`src/rtl/key_game_pkg.sv`:
```
`default_nettype none
// ============================================================================
// Module   : key_game_pkg
// Purpose  : Shared encodings for the key command scheduler: game states,
//            command codes and the scheduler FSM state type.
// Revision : 1.0 - initial release
// ============================================================================
package key_game_pkg;

  // Game state as driven by the game core
  localparam logic [1:0] c_GS_IDLE    = 2'b00;
  localparam logic [1:0] c_GS_PLAYING = 2'b01;
  localparam logic [1:0] c_GS_PAUSED  = 2'b10;
  localparam logic [1:0] c_GS_OVER    = 2'b11;

  // Commands offered to the game core
  localparam logic [1:0] c_CMD_GRAVITY = 2'b00;
  localparam logic [1:0] c_CMD_LEFT    = 2'b01;
  localparam logic [1:0] c_CMD_RIGHT   = 2'b10;
  localparam logic [1:0] c_CMD_DOWN    = 2'b11;

  // Scheduler FSM states
  typedef enum logic [1:0] {
    ST_IDLE      = 2'd0,
    ST_WAIT_STEP = 2'd1,
    ST_ISSUE     = 2'd2
  } sched_state_t;

  // IDLE and OVER both stop the game and flush all scheduler state
  function automatic logic gs_is_stopped(input logic [1:0] gs);
    return (gs == c_GS_IDLE) || (gs == c_GS_OVER);
  endfunction

endpackage : key_game_pkg
`default_nettype wire

```
`src/rtl/cmd_fifo.sv`:
```
`default_nettype none
// ============================================================================
// Module   : cmd_fifo
// Purpose  : Small synchronous command queue with registered read pointer,
//            flush, and simultaneous push/pop support when full.
// Revision : 1.0 - initial release
// ============================================================================
module cmd_fifo #(
  parameter int DEPTH = 4,
  parameter int WIDTH = 2,
  localparam int AW   = (DEPTH > 1) ? $clog2(DEPTH) : 1,
  localparam int LW   = AW + 1
) (
  input  logic             clk,
  input  logic             rst,
  input  logic             i_flush,
  input  logic             i_push,
  input  logic             i_pop,
  input  logic [WIDTH-1:0] i_wdata,
  output logic [WIDTH-1:0] o_rdata,
  output logic             o_full,
  output logic             o_empty,
  output logic [LW-1:0]    o_level
);

  logic [WIDTH-1:0] r_mem [DEPTH];
  logic [AW-1:0]    r_wr_ptr;
  logic [AW-1:0]    r_rd_ptr;
  logic [LW-1:0]    r_count;
  logic             w_pop_ok;
  logic             w_push_ok;

  // A pop frees a slot in the same cycle, so a full queue still accepts a push
  // when it is popped at the same time.
  assign o_full    = (r_count == LW'(DEPTH));
  assign o_empty   = (r_count == '0);
  assign w_pop_ok  = i_pop && !o_empty;
  assign w_push_ok = i_push && (!o_full || w_pop_ok);
  assign o_rdata   = r_mem[r_rd_ptr];
  assign o_level   = r_count;

  // Storage write; contents need no reset since the pointers define validity
  always_ff @(posedge clk) begin
    if (w_push_ok && !rst && !i_flush) begin
      r_mem[r_wr_ptr] <= i_wdata;
    end
  end

  // Pointer and occupancy tracking; pointers wrap naturally (power-of-two depth)
  always_ff @(posedge clk) begin
    if (rst || i_flush) begin
      r_wr_ptr <= '0;
      r_rd_ptr <= '0;
      r_count  <= '0;
    end else begin
      if (w_push_ok) begin
        r_wr_ptr <= r_wr_ptr + 1'b1;
      end
      if (w_pop_ok) begin
        r_rd_ptr <= r_rd_ptr + 1'b1;
      end
      case ({w_push_ok, w_pop_ok})
        2'b10:   r_count <= r_count + 1'b1;
        2'b01:   r_count <= r_count - 1'b1;
        default: r_count <= r_count;
      endcase
    end
  end

endmodule : cmd_fifo
`default_nettype wire

```
`src/rtl/key_cmd_scheduler.sv`:
```
`default_nettype none
// ============================================================================
// Module   : key_cmd_scheduler
// Purpose  : Queues arbitrated key presses and offers one command (queued key
//            or GRAVITY) to the game core on every game step.
// Revision : 1.0 - initial release
// ============================================================================
module key_cmd_scheduler
  import key_game_pkg::*;
#(
  parameter int STEP_DIV   = 5000000,
  parameter int FIFO_DEPTH = 4,
  localparam int LW        = $clog2(FIFO_DEPTH) + 1,
  localparam int CW        = (STEP_DIV > 1) ? $clog2(STEP_DIV) : 1
) (
  input  logic          CLK_50M,
  input  logic          RST,
  input  logic [1:0]    game_state,
  input  logic          left_key_press,
  input  logic          right_key_press,
  input  logic          down_key_press,
  output logic          cmd_valid,
  output logic [1:0]    cmd_code,
  input  logic          cmd_ready,
  output logic [LW-1:0] queue_level,
  output logic          overflow
);

  sched_state_t  r_state;
  sched_state_t  w_state_nx;
  logic [1:0]    r_code;
  logic [1:0]    w_code_nx;
  logic [CW-1:0] r_cnt;
  logic          r_step_pending;
  logic          r_overflow;

  logic          w_playing;
  logic          w_stop;
  logic          w_tc;
  logic          w_step;
  logic          w_take_step;
  logic          w_key_valid;
  logic [1:0]    w_key_code;
  logic          w_push;
  logic          w_pop;
  logic [1:0]    w_head;
  logic          w_full;
  logic          w_empty;

  assign w_playing = (game_state == c_GS_PLAYING);
  assign w_stop    = gs_is_stopped(game_state);
  assign w_tc      = w_playing && (r_cnt == CW'(STEP_DIV - 1));
  // The terminal count itself is usable in the same cycle, giving a one-cycle
  // path from terminal count to cmd_valid.
  assign w_step    = r_step_pending || w_tc;

  // Fixed-priority key arbitration: DOWN > LEFT > RIGHT
  always_comb begin
    w_key_valid = 1'b1;
    w_key_code  = c_CMD_GRAVITY;
    if (down_key_press) begin
      w_key_code = c_CMD_DOWN;
    end else if (left_key_press) begin
      w_key_code = c_CMD_LEFT;
    end else if (right_key_press) begin
      w_key_code = c_CMD_RIGHT;
    end else begin
      w_key_valid = 1'b0;
    end
  end

  assign w_push = w_playing && w_key_valid;

  cmd_fifo #(
    .DEPTH (FIFO_DEPTH),
    .WIDTH (2)
  ) u_cmd_fifo (
    .clk     (CLK_50M),
    .rst     (RST),
    .i_flush (w_stop),
    .i_push  (w_push),
    .i_pop   (w_pop),
    .i_wdata (w_key_code),
    .o_rdata (w_head),
    .o_full  (w_full),
    .o_empty (w_empty),
    .o_level (queue_level)
  );

  // Step counter: runs while playing, holds while paused, clears when stopped
  always_ff @(posedge CLK_50M) begin
    if (RST || w_stop) begin
      r_cnt <= '0;
    end else if (w_playing) begin
      r_cnt <= w_tc ? '0 : r_cnt + 1'b1;
    end
  end

  // Step pending flag: set on terminal count, consumed by WAIT_STEP; repeated
  // terminal counts simply coalesce into the already-set flag.
  always_ff @(posedge CLK_50M) begin
    if (RST || w_stop) begin
      r_step_pending <= 1'b0;
    end else if (w_playing) begin
      if (w_take_step) begin
        r_step_pending <= 1'b0;
      end else if (w_tc) begin
        r_step_pending <= 1'b1;
      end
    end
  end

  // Sticky overflow: a push into a full queue with no simultaneous pop
  always_ff @(posedge CLK_50M) begin
    if (RST || w_stop) begin
      r_overflow <= 1'b0;
    end else if (w_push && w_full && !w_pop) begin
      r_overflow <= 1'b1;
    end
  end

  // FSM next-state and command selection; PAUSED leaves everything as is
  always_comb begin
    w_state_nx  = r_state;
    w_code_nx   = r_code;
    w_take_step = 1'b0;
    w_pop       = 1'b0;
    if (w_stop) begin
      w_state_nx = ST_IDLE;
      w_code_nx  = c_CMD_GRAVITY;
    end else if (w_playing) begin
      case (r_state)
        ST_IDLE: begin
          w_state_nx = ST_WAIT_STEP;
        end
        ST_WAIT_STEP: begin
          if (w_step) begin
            w_take_step = 1'b1;
            w_pop       = !w_empty;
            w_code_nx   = w_empty ? c_CMD_GRAVITY : w_head;
            w_state_nx  = ST_ISSUE;
          end
        end
        ST_ISSUE: begin
          if (cmd_ready) begin
            w_code_nx  = c_CMD_GRAVITY;
            w_state_nx = ST_WAIT_STEP;
          end
        end
        default: begin
          w_state_nx = ST_IDLE;
          w_code_nx  = c_CMD_GRAVITY;
        end
      endcase
    end
  end

  // FSM state and command register; reset wins over any handshake
  always_ff @(posedge CLK_50M) begin
    if (RST) begin
      r_state <= ST_IDLE;
      r_code  <= c_CMD_GRAVITY;
    end else begin
      r_state <= w_state_nx;
      r_code  <= w_code_nx;
    end
  end

  // cmd_valid is masked while paused; the held code stays visible during the
  // pause and reads GRAVITY as soon as the game is stopped.
  assign cmd_valid = (r_state == ST_ISSUE) && w_playing;
  assign cmd_code  = ((r_state == ST_ISSUE) && !w_stop) ? r_code : c_CMD_GRAVITY;
  assign overflow  = r_overflow;

endmodule : key_cmd_scheduler
`default_nettype wire

```
`config.mk`:
```
export PLATFORM = sky130hd
export DESIGN_NAME = key_cmd_scheduler
export DESIGN_NICKNAME = d
export VERILOG_FILES = /design/src/rtl/key_game_pkg.sv /design/src/rtl/cmd_fifo.sv /design/src/rtl/key_cmd_scheduler.sv
export SDC_FILE = /design/constraint.sdc
export NUM_CORES = 1
export LEC_CHECK = 0
export CAP_MARGIN = 5
export CORE_MARGIN = 2
export CORE_UTILIZATION = 55
export CTS_BUF_LIST = sky130_fd_sc_hd__clkbuf_4 sky130_fd_sc_hd__clkbuf_8
export CTS_CLUSTER_SIZE = 25
export DETAILED_ROUTE_END_ITERATION = 16
export MAX_ROUTING_LAYER = met4
export PLACE_DENSITY = 0.74
export SLEW_MARGIN = 20
export SYNTH_ARGS = -nofsm -noshare
export SYNTH_HDL_FRONTEND = slang
export SYNTH_SLANG_ARGS = --single-unit
```
`constraint.sdc`:
```
create_clock -name CLK_50M -period 5.15 [get_ports CLK_50M]
set_input_delay 0.7725 -clock CLK_50M [delete_from_list [all_inputs] [get_ports CLK_50M]]
set_output_delay 0.7725 -clock CLK_50M [all_outputs]
set_load 0.005 [all_outputs]
```
==> flow_summary_export.csv, run 1 <==
group,metric,value,unit
layout,stdcell_area,2510,um2
power,power_frac_seq,54.7,%
detailed_routing,antenna_left,0,
detailed_routing,drt-initial-drc-count,222,
synth,synth.avg_cell_area,9.78,um2
critical_path,critPathSlowestCell,"clkdlybuf4s50_1",
floorplan,die_x,67.5,um
layout,nNetsFinal,257,
synth,synth_cells,227,
power,p_int,0.525,mW
global_route,grt_pass1_wl,7310,um
detailed_routing,finalWirelength,4200,um
synth,yosysTopAreaCellShare,34.3,%
cts,cts_setup_buffers,0,
detailed_routing,wl_per_cell,14.3,um
synth,synth_seq_area_share,45.1,%
cts,cts_tree,"done",
critical_path,crit_type,"input pin to output port",
detailed_routing,routed_via_density,5.71,
critical_path,endpoint_kind,"output port",
detailed_routing,num_vias,1674,
global_route,grt-ovfl-total,0,
synth,synthesis.nets,242,
sta,period_minus_slack,3310,ps
critical_path,path_cells,"clkdlybuf4s50_1, inv_1, ha_1, nor4bb_1, clkdlybuf4s50_1",
power,switchingPower,0.150,mW
sta,whs,513,ps
sta,fmax,302,MHz
critical_path,setup.worst_path.start_class,"input pin",
sta,timing_hold_violations_final,0,
sta,maxSlewHeadroom,52.7,%
cts,cts-hold-fix-buffers,0,
layout,fin_cells,293,
critical_path,crit_top_cell,"clkdlybuf4s50_1",
sta,period_share,64.3,%
placed_design,port_buffers,14,
synth,yosys_warnings,0,
floorplan,die-area,4560,um2
layout,syn2layout_area_growth,13.2,%
layout,drive_above_1_share,9.88,%
critical_path,cpPeakStageDelay,540,ps
synth,syn_area,2220,um2
critical_path,arrival,2540,ps
critical_path,critical_path_buf_inv_count,3,
floorplan,die_y,67.5,um
global_route,grt_pass1_vias,1596,
sta,finalSetupViolCount,0,
critical_path,cp_data_required_time,4380,ps
floorplan,core,3940,um2
status,outcome,"finished clean",
cts,clock_sinks,46,
layout,final_cell_mix,"dfxtp_1 (38), nor2_1 (36), clkdlybuf4s50_1 (14)",
synth,synth-main-ff-cell,"dfxtp_1",
sta,tns,0,ps
cts,worst_skew_pair.late_latency,310,ps
global_route,grt_usage,22.5,%
cts,cts-htree-levels,2,
placed_design,dp_cells,285,
synth,synth-seq-cells,46,
placed_design,place_congestion,0.912,
sta,final.setup_skew,12.3,ps
cts,clk_pin_slew,80,ps
power,switching_share,22.2,%
sta,tightestPinTransition,709,ps
layout,nFillCells,329,
floorplan,num_rows,23,
synth,synth-edff-count,8,
power,clockPowerShare,39.9,%
synth,yosysTopAreaCell,"dfxtp_1",
power,ir_worst_vdd,168,uV
synth,synthArstFlopShare,0,%
power,pwr-share-comb,5.4,%
power,p_per_area,269,nW/um2
power,leakage,0.804,nW
global_route,antenna_found_initial,0,
detailed_routing,first_pass_iters,6,
placed_design,hpwl,3000,um
placed_design,placed_cell_area,2400,um2
cts,cts_resized,0,
sta,drv_slew,0,
worst_hold_path,min_path_type,"register to register",
global_route,grt_max_degree,22,
synth,synth_cell_type_count,48,
cts,cts_buffer_depth,2,
floorplan,initial_core_util,56.3,%
synth,synthTopCellsByArea,"dfxtp_1 (34%), edfxtp_1 (11%), nor2_1 (6.1%), xor2_1 (4.3%), xnor2_1 (3.9%)",
critical_path,crit_fanout,10,
critical_path,crit_family,"buffers and inverters",
cts,cts_made_buffers,5,
layout,n_antenna_cell,0,
sta,rsz0062_at_grt,"no",
floorplan,ios,15,
layout,final_common_cell,"dfxtp_1",
cts,root_buffer,"clkbuf_8",
flow_run,max_cap_viol_count,0,
detailed_routing,drc_errors,0,
-- registers in the layout, summed over array words and instances (netlist names), named ones only --
| signal | count |
|---|---|
| r_cnt | 23 |
| u_cmd_fifo.r_mem | 8 |
| u_cmd_fifo.o_level | 3 |
| r_code | 2 |
| r_state | 2 |
| u_cmd_fifo.r_rd_ptr | 2 |
| u_cmd_fifo.r_wr_ptr | 2 |
| overflow | 1 |
| r_step_pending | 1 |
-- stage by stage --
| step | utilization, % | total power [mW] | setup WS, ps |
|---|---|---|---|
| finish | 63.8 | 0.675 | 1840 |
| global placement | 60.9 | 0.413 | 1590 |
| floorplan | - | 0.400 | 2300 |
| global route | 63.8 | 0.698 | 1600 |
| detailed placement | 60.9 | 0.414 | 1510 |
| CTS | 63.8 | 0.684 | 1830 |
-- power by group through the flow --
stage | sequential, mW | clock (mW) | combinational, mW
final | 0.369 | 0.269 | 0.0365
after global routing | 0.370 | 0.287 | 0.0407
after CTS | 0.369 | 0.278 | 0.0369
after detailed placement | 0.378 | 0 | 0.0362
after global placement | 0.378 | 0 | 0.0359
after floorplan | 0.377 | 0 | 0.0228
-- cells in the mapped netlist (4+ instances only) --
cell type and count:
dfxtp_1 38, nor2_1 36, nand2_1 13, xor2_1 11
xnor2_1 10, a21oi_1 9, inv_1 9, edfxtp_1 8
nand3_1 7, clkbuf_1 6, ha_1 6, nand4_1 6
o21ai_0 6, or3_1 6, and3_1 5, and2_1 4
nor3_1 4
-- logic make-up (layout without fill, tap and decap cells) --
logic type,count (synthesis),after routing,share of synthesized area [%]
xor gates and xnor gates,21,21,8.29
DFF,46,46,45.1
muxes,4,4,2.93
buffers and inverters,15,31,2.54
adders and majority gates,7,7,4.28
and+or+nand+nor,103,103,25.8
AOI/OAI and AO/OA,31,31,11.0
-- metal layers --
metal  share of wire, %  track usage [%]  wire [um]
met5                  0                -          0
met4                2.5             10.5        106
met3                3.7             5.00        155
met2                 51             38.0       2150
met1                 42             25.2       1780
-- area by class of cell --
type / count / area [um2] / area share (%)
clock buffers: 5 / 68.8 / 2.74
flip-flops and latches: 46 / 1000 / 39.8
inverters: 9 / 33.8 / 1.34
repair buffers: 14 / 140 / 5.57
well taps: 50 / 62.6 / 2.49
clock inverters: 3 / 45.0 / 1.79
multi-input cells: 166 / 1160 / 46.2
-- final timing paths --
kind	startpoint	endpoint	slack (ps)	depth (start not counted)
setup / recovery	game_state[1]	cmd_code[0]	1840	5
hold / removal	r_cnt[21]	r_cnt[21]	510	2
setup reg to reg	r_cnt[0]	u_cmd_fifo.o_level[2]	2670	10
hold reg to reg	r_cnt[21]	r_cnt[21]	510	2
-- tightest hold or removal path, delay by kind of cell (launching register included) --
| kind | cells | cell delay (ps) |
|---|---|---|
| AOI/OAI and AO/OA | 2 | 140 |
| DFF | 1 | 340 |
No activity file was read; power rests on OpenSTA's default activity.
==> run 2, diff against run 1 <==
==> constraint.sdc (replaced) <==
create_clock -name CLK_50M -period 3.4 [get_ports CLK_50M]
set_input_delay 0.51 -clock CLK_50M [delete_from_list [all_inputs] [get_ports CLK_50M]]
set_output_delay 0.51 -clock CLK_50M [all_outputs]
set_load 0.005 [all_outputs]
==> flow_summary_export.csv, run 2 (synthesized netlist as in run 1, its figures left out) <==
group,metric,value,unit
status,outcome,"finished clean",
flow_run,max_cap_viol_count,0,
global_route,grt_max_degree,22,
floorplan,ios,15,
critical_path,path_cells,"clkdlybuf4s50_1, ha_1, and3_1, and4_4, a31oi_4, nor3_1, inv_1, fa_1, o21ba_2, a22oi_1, mux2i_1",
critical_path,endpoint_kind,"register",
sta,maxSlewHeadroom,55.9,%
critical_path,cp.depth,11,
detailed_routing,finalWirelength,3990,um
detailed_routing,drc_errors,0,
cts,clk_pin_slew,80,ps
sta,tns,0,ps
layout,nFillCells,310,
floorplan,die-area,4560,um2
floorplan,num_rows,23,
detailed_routing,antenna_left,0,
global_route,grt_pass1_wl,6620,um
detailed_routing,drt-initial-drc-count,108,
placed_design,pre_cts_slack,291,ps
critical_path,reg2reg_from,"r_cnt[0]",
critical_path,setup.worst_path.start_class,"input pin",
cts,cts_tree,"done",
sta,drv_slew,0,
floorplan,core,3940,um2
detailed_routing,first_pass_iters,4,
detailed_routing,wl_met2,2010,um
critical_path,rrSetupSlack,950,ps
critical_path,crit_type,"input pin to register",
layout,multi_input_area,1160,um2
critical_path,cp-startpoint,"game_state[0]",
critical_path,reg2regPathDepth,10,
detailed_routing,wl_per_cell,13.3,um
placed_design,port_buffers,14,
detailed_routing,num_vias,1626,
critical_path,critical_path_buf_inv_count,2,
detailed_routing,dr_wl_met3,111,um
critical_path,critPathSlowestCell,"clkdlybuf4s50_1",
critical_path,cp_data_required_time,3580,ps
global_route,grt_usage,20.1,%
detailed_routing,routed_via_density,5.44,
global_route,grt-ovfl-total,0,
layout,nNetsFinal,263,
cts,cts-hold-fix-buffers,0,
worst_hold_path,min_path_type,"register to register",
critical_path,arrival,3000,ps
cts,worst_skew_pair.late_latency,290,ps
critical_path,crit_family,"simple AND/OR/NAND/NOR gates",
global_route,grt_pass1_vias,1515,
placed_design,hpwl,3000,um
sta,fin_ws,585,ps
power,leakage,0.830,nW
detailed_routing,met1_length,1800,um
floorplan,die_y,67.5,um
cts,cts_made_buffers,5,
placed_design,place_congestion,0.808,
layout,n_antenna_cell,0,
critical_path,cpPeakStageDelay,460,ps
sta,final.setup_skew,10.6,ps
global_route,antenna_found_initial,0,
sta,period_minus_slack,2810,ps
detailed_routing,highest_layer,"met4",
cts,cts_setup_buffers,0,
power,p_per_area,369,nW/um2
critical_path,r2r-end,"u_cmd_fifo.o_level[2]",
sta,timing_hold_violations_final,0,
layout,syn2layout_area_growth,14.0,%
sta,finalSetupViolCount,0,
floorplan,initial_core_util,56.3,%
sta,period_share,82.8,%
cts,cts_resized,0,
layout,largest-register,"r_cnt",
sta,fmax,355,MHz
cts,root_buffer,"clkbuf_8",
layout,drive_above_1_share,12.0,%
sta,tightestPinTransition,655,ps
cts,cts-htree-levels,2,
cts,clock_sinks,46,
critical_path,critPathCapture,"u_cmd_fifo.o_level[2]",
floorplan,die_x,67.5,um
layout,largest_register_ffs,23,
layout,regArea,1000,um2
layout,final_cell_mix,"dfxtp_1 (38), nor2_1 (36), clkdlybuf4s50_1 (14)",
critical_path,crit_fanout,5,
power,ir_worst_vdd,280,uV
cts,cts_buffer_depth,2,
layout,final_common_cell,"dfxtp_1",
sta,rsz0062_at_grt,"no",
## run 2: changes by cell type in the layout (fill, tap and decap cells not counted), sizes merged
cell	delta
bufinv	-1
clkbuf	+1
buf	+6
clkinv	+2
clkinvlp	-2
## run 2: power by group
part	total [mW]	switching [mW]	internal [mW]
clock network	0.316	0.166	0.150
registers	0.559	0.00313	0.556
logic	0.0596	0.0344	0.0252
## run 2: metal layers
metal / vias up / global-route usage [%]
met5: - / -
li1: 848 / -
met2: 24 / 33.9
met1: 747 / 22.7
met3: 7 / 5.33
met4: 0 / 7.40
## run 2: cell type report
| cell class | count | area share, % |
|---|---|---|
| Sequential cell | 46 | 39.5 |
| Clock inverter | 2 | 0.395 |
| Multi-Input combinational cell | 166 | 45.9 |
| Inverter | 9 | 1.33 |
| Clock buffer | 6 | 3.02 |
| Timing Repair Buffer | 20 | 7.32 |
| Tap cell | 50 | 2.47 |
## run 2: worst reg2reg max path, delay by kind of cell, from the launching register on
kind	cells	cell delay [ps]
compound gates	3	420
flops	1	380
fa+ha+maj	2	580
mux	1	150
simple gates	3	750
buf+inv	1	90
## run 2: how the worst min path moves through the flow
| stage | start | to | slack (ps) | depth (start not counted) |
|---|---|---|---|---|
| floorplan | r_code[0] | r_code[0] | 460 | 1 |
| global placement | r_code[0] | r_code[0] | 470 | 1 |
| detailed placement | r_code[0] | r_code[0] | 480 | 1 |
| CTS | r_code[0] | r_code[0] | 500 | 1 |
| global route | r_code[0] | r_code[0] | 510 | 1 |
| finish | r_code[1] | r_code[1] | 490 | 1 |
## run 2: stage by stage
stage / util [%] / cell area [um2] / hold WS [ps] / instances / total power, mW
final: 64.2 / 2530 / 491 / 299 / 0.935
after global routing: 64.2 / 2530 / 509 / 299 / 0.984
after CTS: 64.2 / 2530 / 497 / 299 / 0.952
after detailed placement: 62.0 / 2440 / 477 / 291 / 0.632
after global placement: 62.0 / 2440 / 468 / 291 / 0.631
after floorplan: - / 2220 / 461 / 227 / 0.606
